**config.mk**
```make
export PLATFORM = sky130hd
export DESIGN_NAME = serial_paralelo_lane_flat
export DESIGN_NICKNAME = d
export VERILOG_FILES = /design/src/rtl/serial_paralelo_lane_if.sv /design/src/rtl/serial_paralelo_lane.sv /design/src/flat_wrapper.sv
export SDC_FILE = /design/constraint.sdc
export NUM_CORES = 1
export LEC_CHECK = 0
export ABC_AREA = 1
export CAP_MARGIN = 5
export CORE_MARGIN = 5
export CORE_UTILIZATION = 54
export CTS_CLUSTER_SIZE = 30
export DETAILED_ROUTE_END_ITERATION = 7
export GPL_TIMING_DRIVEN = 0
export HOLD_SLACK_MARGIN = 0.15
export PLACE_DENSITY = 0.89
export SYNTH_ARGS = -nofsm -noshare
export SYNTH_HDL_FRONTEND = slang
export SYNTH_SLANG_ARGS = --single-unit
```
**constraint.sdc**
```tcl
create_clock -name clk_32f -period 1.5 [get_ports clk_32f]
set_input_delay 0.15 -clock clk_32f [delete_from_list [all_inputs] [get_ports clk_32f]]
set_output_delay 0.15 -clock clk_32f [all_outputs]
set_load 0.05 [all_outputs]
```
**src/rtl/serial_paralelo_lane_if.sv**
```systemverilog
// Serial lane receive bundle: bit-serial input toward the receiver, byte/valid/lock status back out.
interface serial_paralelo_lane_if;
    logic       data_paralelo_serial;
    logic [7:0] data_out;
    logic       valid_out;
    logic       active_serial_paralelo;

    modport master (
        output data_paralelo_serial,
        input  data_out,
        input  valid_out,
        input  active_serial_paralelo
    );

    modport slave (
        input  data_paralelo_serial,
        output data_out,
        output valid_out,
        output active_serial_paralelo
    );
endinterface

```
**src/rtl/serial_paralelo_lane.sv**
```systemverilog
// Per-lane serial-to-parallel receiver: bit-granular comma hunt, lock after BC_LOCK aligned commas,
// then one-cycle valid pulses for every non-comma byte.
module serial_paralelo_lane #(
    parameter logic [7:0]  COMMA   = 8'hBC,
    parameter int unsigned BC_LOCK = 4
) (
    input  logic                  clk_32f,
    input  logic                  reset,
    serial_paralelo_lane_if.slave lane
);

    localparam int unsigned BYTE_W = 8;
    localparam int unsigned CNT_W  = 3;
    localparam int unsigned BC_W   = 4;
    localparam logic [BC_W-1:0]  LOCK_CNT = BC_W'(BC_LOCK);
    localparam logic [CNT_W-1:0] LAST_BIT = CNT_W'(BYTE_W - 1);

    typedef enum logic [1:0] {
        SEARCH,
        ALIGN,
        ACTIVE
    } state_t;

    state_t              state_q, state_d;
    logic [BYTE_W-1:0]   sr_q;
    logic [CNT_W-1:0]    bit_cnt_q, bit_cnt_d;
    logic [BC_W-1:0]     bc_cnt_q, bc_cnt_d;
    logic [BYTE_W-1:0]   data_q, data_d;
    logic                valid_q, valid_d;
    logic                active_q, active_d;

    logic [BYTE_W-1:0]   window_c;
    logic                comma_c;
    logic                boundary_c;
    logic [BC_W-1:0]     bc_inc_c;

    // Byte completed by the bit arriving at this edge
    assign window_c   = {sr_q[BYTE_W-2:0], lane.data_paralelo_serial};
    assign comma_c    = (window_c == COMMA);
    assign boundary_c = (bit_cnt_q == LAST_BIT);
    assign bc_inc_c   = bc_cnt_q + BC_W'(1);

    always_comb begin
        state_d   = state_q;
        bit_cnt_d = bit_cnt_q + CNT_W'(1);
        bc_cnt_d  = bc_cnt_q;
        data_d    = data_q;
        valid_d   = 1'b0;
        active_d  = active_q;

        case (state_q)
            SEARCH: begin
                bit_cnt_d = bit_cnt_q;
                if (comma_c) begin
                    bit_cnt_d = '0;
                    bc_cnt_d  = BC_W'(1);
                    if (BC_LOCK == 1) begin
                        state_d  = ACTIVE;
                        active_d = 1'b1;
                    end else begin
                        state_d = ALIGN;
                    end
                end
            end

            ALIGN: begin
                if (boundary_c) begin
                    if (comma_c) begin
                        bc_cnt_d = bc_inc_c;
                        if (bc_inc_c == LOCK_CNT) begin
                            state_d  = ACTIVE;
                            active_d = 1'b1;
                        end
                    end else begin
                        // Misaligned byte drops the hunt; this byte is not rescanned
                        state_d  = SEARCH;
                        bc_cnt_d = '0;
                    end
                end
            end

            ACTIVE: begin
                // Alignment is frozen; commas are idle fill and never reach the output
                if (boundary_c && !comma_c) begin
                    data_d  = window_c;
                    valid_d = 1'b1;
                end
            end

            default: begin
                state_d = SEARCH;
            end
        endcase
    end

    always_ff @(posedge clk_32f) begin
        if (reset) begin
            state_q   <= SEARCH;
            sr_q      <= '0;
            bit_cnt_q <= '0;
            bc_cnt_q  <= '0;
            data_q    <= '0;
            valid_q   <= 1'b0;
            active_q  <= 1'b0;
        end else begin
            state_q   <= state_d;
            sr_q      <= window_c;
            bit_cnt_q <= bit_cnt_d;
            bc_cnt_q  <= bc_cnt_d;
            data_q    <= data_d;
            valid_q   <= valid_d;
            active_q  <= active_d;
        end
    end

    assign lane.data_out               = data_q;
    assign lane.valid_out              = valid_q;
    assign lane.active_serial_paralelo = active_q;

endmodule

```
**src/flat_wrapper.sv**
```systemverilog
// flat-port wrapper written by rule: the top's interface ports become plain ports
module serial_paralelo_lane_flat 
#(
    parameter logic [7:0]  COMMA   = 8'hBC,
    parameter int unsigned BC_LOCK = 4
)
  (clk_32f, reset, lane_data_paralelo_serial, lane_data_out, lane_valid_out, lane_active_serial_paralelo);
  serial_paralelo_lane_if lane_i ();
  input  logic clk_32f;
  input  logic reset;
  input wire logic [$bits(lane_i.data_paralelo_serial)-1:0] lane_data_paralelo_serial;
  output wire logic [$bits(lane_i.data_out)-1:0] lane_data_out;
  output wire logic [$bits(lane_i.valid_out)-1:0] lane_valid_out;
  output wire logic [$bits(lane_i.active_serial_paralelo)-1:0] lane_active_serial_paralelo;
  assign lane_i.data_paralelo_serial = lane_data_paralelo_serial;
  assign lane_data_out = lane_i.data_out;
  assign lane_valid_out = lane_i.valid_out;
  assign lane_active_serial_paralelo = lane_i.active_serial_paralelo;
  serial_paralelo_lane #(.COMMA(COMMA), .BC_LOCK(BC_LOCK)) u_core (.clk_32f(clk_32f), .reset(reset), .lane(lane_i));
endmodule
```
==> qor.yml, run 1 <==
timing:
  skew_ns: 0.00326
  setup_viol: 0
  relSlewSlack_pct: 67.6
  hold_slack_ns: 0.189
  fin_ws_ns: 0.102
  worst-slew-pin-transition_ns: 0.488
  maxSlewViolCount: 0
  grt_setup_unrepaired: "no"
  finalSetupTns_ns: 0
  period_share_pct: 93.2
  finalHoldViolCount: 0
  max_freq_ghz: 0.715
  layout_min_cycle_time_ns: 1.40
clock_tree:
  clkTransAtPathRegs_ns: 0.13
  ctsResizeCount: 10
  cts-htree-levels: 1
  clock_sink_count: 26
  clock_tree.buffer_depth: 2
  cts_tree: "done"
  hold_buffers: 0
  clk_latency_ns: 0.31
  cts_setup_buffers: 0
  clock-root-buffer: "clkbuf_4"
  cts_buffers: 3
finish:
  final_util_pct: 63.4
  antenna_cells: 0
  nNetsFinal: 177
  drive_gt1_share_pct: 18.2
  areaGrowthSynthToFinish_pct: 15.1
worst_setup_path:
  critPathLaunchType: "flop"
  reg2reg_to: "u_core.bc_cnt_q[2]$_SDFFE_PP0P_"
  crit_path_frequent_cell: "nand2_1"
  crit_type: "flop to flop"
  worst-endpoint-arrival_ns: 1.61
  cp_cell_sequence: "ha_1 > ha_2 > inv_2 > nand2_4 > nand3_4 > clkinv_2 > nand2_1 > nand2_1 > nor2_1"
  endpoint_kind: "flop"
  critPathMaxFanout: 7
  slowest_stage: "dfxtp_1"
  r2r_setup_slack_ns: 0.10
  ff2ff_path_depth: 9
  crit_required_ns: 1.71
  max_stage_delay_ns: 0.38
  crit-reg2reg-launch: "u_core.bit_cnt_q[1]$_SDFFE_PP0P_"
drt:
  drt_iter0_drc: 20
  wl_met1_um: 812
  highest_layer: "met4"
  drc_errors: 0
  wl_per_cell_um: 10.8
  drt-total-wl_um: 2140
  met2_length_um: 1110
  met3_length_um: 124
  viasPerCell: 5.02
  via_count: 994
  dr.pass1.iters: 5
  ant_nets: 0
flow_run:
  drv_cap: 0
floorplanning:
  dieWidth_um: 56.8
  ioPinCount: 13
  die_height_um: 56.8
  dieArea_sq_mm: 0.00323
  core.rowCount: 17
  start_util_pct: 55.1
  coreArea_sq_mm: 0.00215
yosys:
  yosysWarnings: 0
  syn_inst: 155
  seq_area_frac_synth_pct: 44.0
  synth_cell_types: 23
  syn_nets: 161
  syn-cell-area_sq_mm: 0.00118
  ys_ff_latch: 26
  synth.avg_cell_area_sq_um: 7.64
min_path:
  hold-path-cell-count: 2
  min_to: "u_core.bc_cnt_q[2]$_SDFFE_PP0P_"
  min_path_type: "primary input to flop"
  worstHoldStart: "reset"
pwr:
  power.switching_mw: 0.231
  power.density_mw_per_mm2: 803
  p_seq_share_pct: 64.5
  worst_ir_drop_vdd_uv: 550
  power.internal_mw: 0.863
  leakage_nw: 0.613
  pwr-share-comb_pct: 4.6
  clkPwrFrac_pct: 30.9
  switching_share_pct: 21.1
placed_design:
  port_buffers: 11
  routabilityCongestion: 0.847
  dp_hpwl_um: 1710
  pre_cts_ws_ns: -0.0311
grt:
  grt_pass1_wl_um: 3860
  grt_usage_pct: 14.9
  grt_remaining_overflow: 0
  grt_max_degree: 15
  antenna_found_initial: 0
  grt_pass1_vias: 978
run_status:
  status: "finished, final reports clean"
## how the worst max path moves through the flow
stage | slack, ns | cells past startpoint | start | end
6_report | 0.10 | 9 | u_core.bit_cnt_q[1]$_SDFFE_PP0P_ | u_core.bc_cnt_q[2]$_SDFFE_PP0P_
5_1_grt | 0.02 | 9 | u_core.sr_q[2]$_SDFF_PP0_ | u_core.state_q[1]$_SDFFE_PP0P_
2_1_floorplan | 0.20 | 8 | u_core.bit_cnt_q[0]$_SDFFE_PP0P_ | u_core.state_q[0]$_SDFFE_PP0P_
3_3_place_gp | 0.02 | 11 | lane_data_paralelo_serial | u_core.bc_cnt_q[2]$_SDFFE_PP0P_
3_5_place_dp | -0.03 | 11 | lane_data_paralelo_serial | u_core.bc_cnt_q[2]$_SDFFE_PP0P_
4_1_cts | 0.02 | 9 | u_core.bit_cnt_q[0]$_SDFFE_PP0P_ | u_core.bc_cnt_q[2]$_SDFFE_PP0P_
## stage by stage
step | power [mW] | cell area, sq um | cells
global route | 1.17 | 1360 | 198
global placement | 0.768 | 1330 | 194
floorplan | 0.758 | 1180 | 155
detailed placement | 0.772 | 1330 | 194
finish | 1.09 | 1360 | 198
CTS | 1.11 | 1350 | 198
## flip-flops by register name, summed over array words and instances, names as in the netlist
register                            count
u_core.sr_q                             7
u_core.bit_cnt_q                        3
u_core.lane.data_out                    8
u_core.bc_cnt_q                         4
u_core.lane.active_serial_paralelo      1
u_core.lane.valid_out                   1
u_core.state_q                          2
## cell type report
cell class / instances / area [sq um]
Fill cell: 196 / 786
Multi-Input combinational cell: 101 / 564
Sequential cell: 26 / 522
Inverter: 26 / 100
Timing Repair Buffer: 11 / 97.6
Clock buffer: 4 / 36.3
Tap cell: 28 / 35.0
Buffer: 2 / 7.51
## cells in the final DEF, fill, tap and decap left out, drive strengths merged
cell type,Yosys,layout
a21oi,5,5
o21ai,14,14
clkdlybuf4s50,0,1
inv,23,23
buf,1,1
nand4,1,1
a31oi,1,1
nand2,25,25
dfxtp,26,26
xor2,1,1
dlygate4sd2,0,10
nor2,43,43
clkbuf,1,5
clkinv,3,3
ha,3,3
nand3,8,8
## cells by family after synthesis
kind of cell               Yosys count  synth area share [%]
AOI/OAI and AO/OA                   20                  8.88
xor gates and xnor gates             1                 0.740
adders and majority gates            3                  3.17
buffers and inverters               28                  9.09
DFF                                 26                  44.0
and+or+nand+nor                     77                  34.1
## cells in the mapped netlist
| master | instances | area share [%] |
|---|---|---|
| nor2_2 | 2 | 1.1 |
| nor2_1 | 38 | 12 |
| clkinv_1 | 1 | 0.32 |
| nand4_1 | 1 | 0.53 |
| buf_1 | 1 | 0.32 |
| inv_1 | 20 | 6.3 |
| xor2_1 | 1 | 0.74 |
| clkbuf_1 | 1 | 0.32 |
| nand3_1 | 5 | 2.1 |
| nand2_4 | 3 | 2.9 |
| inv_2 | 3 | 0.95 |
| nand2_2 | 6 | 3.2 |
| dfxtp_1 | 26 | 44 |
| a21oi_1 | 4 | 1.7 |
| nand3_4 | 3 | 4.4 |
| o21ai_1 | 4 | 1.7 |
| nor2_4 | 3 | 2.9 |
| nand2_1 | 16 | 5.1 |
| ha_1 | 3 | 3.2 |
| o21ai_0 | 10 | 4.2 |
| a21oi_2 | 1 | 0.74 |
| clkinv_2 | 2 | 0.85 |
| a31oi_1 | 1 | 0.53 |
## metal layers
layer / GRT usage (%) / vias to the layer above
met5: 0 / -
met4: 9.27 / 0
met3: 3.22 / 13
met2: 26.7 / 30
met1: 15.6 / 442
li1: - / 509
## power by group through the flow
stage          sequential (mW)  clock, mW  combinational [mW]
6_report                 0.706      0.339              0.0499
5_1_grt                  0.708      0.400              0.0582
3_5_place_dp             0.721          0              0.0504
4_1_cts                  0.706      0.349              0.0505
3_3_place_gp             0.721          0              0.0475
2_1_floorplan            0.720          0              0.0381
## worst max-delay path, delay by kind of cell, from the launching register on
family | cells | cell delay (ns)
fa+ha+maj | 2 | 0.41
flops | 1 | 0.38
simple gates | 5 | 0.35
buf+inv | 2 | 0.14
No activity file was read; power rests on OpenSTA's default activity.
==> run 2, diff against run 1 <==
--- a/config.mk
+++ b/config.mk
@@ -8,12 +8,13 @@
 export ABC_AREA = 1
 export CAP_MARGIN = 5
 export CORE_MARGIN = 5
-export CORE_UTILIZATION = 54
+export CORE_UTILIZATION = 57
+export CTS_BUF_LIST = sky130_fd_sc_hd__clkbuf_2 sky130_fd_sc_hd__clkbuf_4 sky130_fd_sc_hd__clkbuf_8
 export CTS_CLUSTER_SIZE = 30
 export DETAILED_ROUTE_END_ITERATION = 7
 export GPL_TIMING_DRIVEN = 0
 export HOLD_SLACK_MARGIN = 0.15
-export PLACE_DENSITY = 0.89
+export PLACE_DENSITY = 0.93
 export SYNTH_ARGS = -nofsm -noshare
 export SYNTH_HDL_FRONTEND = slang
 export SYNTH_SLANG_ARGS = --single-unit
==> qor.yml, run 2 (synthesis results as in run 1) <==
run_status:
  status: "finished, final reports clean"
placed_design:
  port_buffers: 11  # unchanged
  pre_cts_ws_ns: -0.0247  # +0.00639 ns
  dp.cells: 193  # -0.52%
  dp_hpwl_um: 1660  # -3.0%
  placed_area_sq_mm: 0.00133  # about the same
  routabilityCongestion: 0.856  # +1.1%
timing:
  layout_min_cycle_time_ns: 1.36  # -0.0352 ns
  fin_ws_ns: 0.137  # +0.0352 ns
  skew_ns: 0.00122  # -0.00205 ns
  period_share_pct: 90.9  # -2.3 points
  relSlewSlack_pct: 66.8  # -0.75 points
  max_freq_ghz: 0.734  # +2.6%
  grt_setup_unrepaired: "no"
  finalHoldViolCount: 0  # unchanged
  worst-slew-pin-transition_ns: 0.500  # +0.0113 ns
  maxSlewViolCount: 0  # unchanged
  setup_viol: 0  # unchanged
finish:
  final_cell_mix: "nor2_1, dfxtp_1, inv_1, nand2_1"
  seqCellArea_sq_um: 520  # -0.24%
  fill_cells: 171  # -13%
  multiInputGateArea_sq_um: 568  # +0.67%
  drive_gt1_share_pct: 16.5  # -1.8 points
  final_util_pct: 70.3  # +6.9 points
  layout.cells.non_filler: 197  # -0.51%
  areaGrowthSynthToFinish_pct: 16.6
  nNetsFinal: 177  # unchanged
  largest_reg_flops: 8  # unchanged
  layout_commonest_cell: "nor2_1"
  antenna_cells: 0  # unchanged
  stdcell_area_sq_mm: 0.00138  # +1.3%
worst_setup_path:
  crit_required_ns: 1.71  # about the same
  worst-endpoint-arrival_ns: 1.58  # -0.03 ns
  crit_type: "flop to flop"
  critPathLaunchType: "flop"
  endpoint_kind: "flop"
  critPathMaxFanout: 7  # unchanged
drt:
  wl_per_cell_um: 10.7  # -0.71%
  drt-total-wl_um: 2110  # -1.2%
  viasPerCell: 4.90  # -2.3%
  dr.pass1.iters: 4  # -1
  drc_errors: 0  # unchanged
  via_count: 966  # -2.8%
  ant_nets: 0  # unchanged
  drt_iter0_drc: 5  # -75%
floorplanning:
  dieWidth_um: 55.6  # -2.2%
  die_height_um: 55.6  # -2.2%
  dieArea_sq_mm: 0.00309  # -4.3%
  core.rowCount: 16  # -1
  start_util_pct: 60.3  # +5.2 points
  ioPinCount: 13  # unchanged
  coreArea_sq_mm: 0.00196  # -8.7%
grt:
  grt_remaining_overflow: 0  # unchanged
  antenna_found_initial: 0  # unchanged
  grt_max_degree: 16  # +1
  grt_usage_pct: 14.7  # -0.24 points
  grt_pass1_wl_um: 3730  # -3.2%
  grt_pass1_vias: 945  # -3.4%
clock_tree:
  cts_tree: "done"
  cts_setup_buffers: 0  # unchanged
  hold_buffers: 0  # unchanged
  clock_tree.buffer_depth: 2  # unchanged
  clkTransAtPathRegs_ns: 0.14  # about the same
  clock-root-buffer: "clkbuf_4"
  cts-htree-levels: 1  # unchanged
  clock_sink_count: 26  # unchanged
  cts_buffers: 3  # unchanged
  clk_latency_ns: 0.32  # about the same
pwr:
  leakage_nw: 0.618  # +0.88%
  worst_ir_drop_vdd_uv: 607  # +10%
  power.density_mw_per_mm2: 891  # +11%
flow_run:
  drv_cap: 0  # unchanged
min_path:
  min_path_type: "primary input to flop"
-- run 2: final timing paths --
| kind | startpoint | to | slack (ns) | depth (start not counted) |
|---|---|---|---|---|
| worst max register to register | u_core.bit_cnt_q[0]$_SDFFE_PP0P_ | u_core.bc_cnt_q[3]$_SDFFE_PP0P_ | 0.14 | 8 |
| worst min register to register | u_core.lane.active_serial_paralelo$_SDFFE_PP0P_ | u_core.lane.active_serial_paralelo$_SDFFE_PP0P_ | 0.46 | 2 |
| worst max-delay path | u_core.bit_cnt_q[0]$_SDFFE_PP0P_ | u_core.bc_cnt_q[3]$_SDFFE_PP0P_ | 0.14 | 8 |
| worst min-delay path | reset | u_core.bc_cnt_q[2]$_SDFFE_PP0P_ | 0.16 | 2 |
-- run 2: power by group --
group / internal [mW] / total, mW / switching [mW]
clock: 0.270 / 0.474 / 0.204
sequential: 0.698 / 0.706 / 0.00743
combinational: 0.0165 / 0.0495 / 0.0330
total: 0.985 / 1.23 / 0.245
-- run 2: layout make-up --
class                           count  share of cell area, %
Clock buffer                        3                   1.63
Tap cell                           27                   2.45
Timing Repair Buffer               11                   7.07
Inverter                           26                   7.25
Sequential cell                    26                   37.7
Multi-Input combinational cell    101                   41.2
Clock inverter                      1                   2.18
Buffer                              2                  0.544
-- run 2: critical path: stages (launching register included) --
cell and delay (ns):
dfxtp_1 0.35, ha_1 0.23, ha_4 0.19, inv_1 0.09, nand2_4 0.08, nand3_4 0.13
nand2_1 0.06, o21ai_1 0.08, nor2_1 0.05
-- run 2: layer usage --
layer	vias up	track usage (%)	wire, um
li1	506	-	-
met1	441	15.4	921
met2	14	27.7	1070
met3	5	2.78	86
met4	0	6.94	38
met5	-	0	0
-- run 2: per-stage QoR --
stage	total power, mW	hold slack, ns	setup TNS [ns]
floorplan	0.758	0.285	0
global placement	0.768	0.434	0
CTS	1.23	0.173	0
finish	1.23	0.163	0
global route	1.27	0.233	0
detailed placement	0.770	0.439	-0.0736
-- run 2: repair_timing --
| action | 4_1_cts | 5_1_grt |
|---|---|---|
| endpoints found under the setup margin | 10 | 6 |
| pin swaps | 0 | 0 |
| resized for setup | 10 | 2 |
==> run 3, diff against run 2 <==
--- a/config.mk
+++ b/config.mk
@@ -15,6 +15,7 @@
 export GPL_TIMING_DRIVEN = 0
 export HOLD_SLACK_MARGIN = 0.15
 export PLACE_DENSITY = 0.93
+export SETUP_SLACK_MARGIN = 0.3
 export SYNTH_ARGS = -nofsm -noshare
 export SYNTH_HDL_FRONTEND = slang
 export SYNTH_SLANG_ARGS = --single-unit
==> qor.yml, run 3 (synthesis results as in run 1) <==
finish:
  nNetsFinal: 180  # +1.7%
  areaGrowthSynthToFinish_pct: 19.2
  layout_commonest_cell: "nor2_1"
  drive_gt1_share_pct: 34.7  # +18 points
  largest_reg_flops: 8  # unchanged
  antenna_cells: 0  # unchanged
  stdcell_area_sq_mm: 0.00141  # +2.3%
  final_util_pct: 71.9  # +1.6 points
  final_cell_mix: "nor2_1, inv_1, nand2_1, dfxtp_1, dfxtp_2"
floorplanning:
  start_util_pct: 60.3  # unchanged
  die_height_um: 55.6  # unchanged
  core.rowCount: 16  # unchanged
  coreArea_sq_mm: 0.00196  # unchanged
  dieArea_sq_mm: 0.00309  # unchanged
  ioPinCount: 13  # unchanged
  dieWidth_um: 55.6  # unchanged
clock_tree:
  cts_tree: "done"
  clock_sink_count: 26  # unchanged
  clock-root-buffer: "clkbuf_4"
  hold_buffers: 0  # unchanged
  cts_buffers: 3  # unchanged
  clk_latency_ns: 0.33  # about the same
  cts-htree-levels: 1  # unchanged
  clock_tree.buffer_depth: 2  # unchanged
  clkTransAtPathRegs_ns: 0.14  # about the same
timing:
  maxSlewViolCount: 0  # unchanged
  fin_ws_ns: 0.220  # +0.0828 ns
  finalSetupTns_ns: 0  # unchanged
  worst-slew-pin-transition_ns: 0.429  # -0.0710 ns
  skew_ns: 0.00570  # +0.00449 ns
  layout_min_cycle_time_ns: 1.28  # -0.0828 ns
  setup_viol: 0  # unchanged
  grt_setup_unrepaired: "yes"
  period_share_pct: 85.4  # -5.5 points
  relSlewSlack_pct: 71.4  # +4.6 points
  max_freq_ghz: 0.781  # +6.5%
  finalHoldViolCount: 0  # unchanged
placed_design:
  dp_hpwl_um: 1830  # +10%
  port_buffers: 11  # unchanged
  placed_area_sq_mm: 0.00134  # +1.1%
  pre_cts_ws_ns: -0.0411  # -0.0164 ns
  routabilityCongestion: 0.829  # -3.2%
min_path:
  min_path_type: "primary input to flop"
grt:
  antenna_found_initial: 0  # unchanged
  grt_max_degree: 16  # unchanged
  met3_usage_pct: 3.94  # +1.2 points
  grtUsageMet1_pct: 19.1  # +3.7 points
  met2_usage_pct: 33.3  # +5.6 points
  grt_usage_pct: 17.9  # +3.2 points
  grt_pass1_wl_um: 4360  # +17%
  gr-max-usage-layer: "met2"
  grt_pass1_vias: 1016  # +7.5%
  grt_remaining_overflow: 0  # unchanged
drt:
  ant_nets: 0  # unchanged
  dr.pass1.iters: 4  # unchanged
  wl_per_cell_um: 12.9  # +20%
  drt-total-wl_um: 2580  # +22%
  viasPerCell: 5.15  # +5.0%
  drc_errors: 0  # unchanged
  via_count: 1030  # +6.6%
  drt_iter0_drc: 26  # +21
pwr:
  power.density_mw_per_mm2: 886  # -0.52%
  leakage_nw: 0.615  # -0.49%
  worst_ir_drop_vdd_uv: 671  # +11%
worst_setup_path:
  worst-endpoint-arrival_ns: 1.53  # -0.05 ns
  crit_type: "flop to flop"
  crit_required_ns: 1.75  # +0.04 ns
  critPathLaunchType: "flop"
  endpoint_kind: "flop"
  critPathMaxFanout: 3  # -4
run_status:
  status: "finished, final reports clean"
flow_run:
  drv_cap: 0  # unchanged
-- run 3: final cells by class --
type	instances	area, sq um
Buffer	2	7.51
Fill cell	168	551
Sequential cell	26	539
Clock buffer	3	22.5
Multi-Input combinational cell	101	588
Clock inverter	1	30.0
Tap cell	27	33.8
Timing Repair Buffer	14	82.6
Inverter	26	108
-- run 3: routing by layer --
layer	wire [um]	vias up	part of all wire, %
li1	-	513	-
met1	1050	477	41
met2	1340	32	52
met3	129	8	5.0
met4	51	0	2.0
met5	0	-	0
-- run 3: path summary, 6_finish.rpt --
kind         cells past startpoint                               to  slack, ns                             start
max                              8   u_core.state_q[0]$_SDFFE_PP0P_       0.22  u_core.bit_cnt_q[1]$_SDFFE_PP0P_
min                              2  u_core.bc_cnt_q[2]$_SDFFE_PP0P_       0.17                             reset
max reg2reg                      8   u_core.state_q[0]$_SDFFE_PP0P_       0.22  u_core.bit_cnt_q[1]$_SDFFE_PP0P_
min reg2reg                      2        u_core.sr_q[4]$_SDFF_PP0_       0.45         u_core.sr_q[3]$_SDFF_PP0_
-- run 3: timing repair --
action	CTS	global route
setup buffers	1	2
cloned	0	0
endpoints found under the hold margin	0	0
setup endpoints to repair	24	17
resized for setup	64	12
pin swaps	4	2
-- run 3: power breakdown --
group | leakage [nW] | internal, mW | switching, mW
Sequential | 0.216 | 0.698 | 0.00838
Combinational | 0.371 | 0.0192 | 0.0365
Clock | 0.0279 | 0.271 | 0.218
-- run 3: worst max-delay path, cell delays in order (launching register included) --
cell and delay, ns:
dfxtp_2 0.36, ha_4 0.16, ha_4 0.18, inv_2 0.07, nand2_4 0.07, a31oi_1 0.18
nor2_1 0.07, nand2_1 0.07, inv_1 0.03
-- run 3: through the flow --
step	std cells	hold WS, ns	power, mW
after floorplan	155	0.285	0.758
after global placement	193	0.434	0.768
after detailed placement	193	0.440	0.772
after CTS	198	0.173	1.25
after global routing	200	0.189	1.29
final	200	0.171	1.25
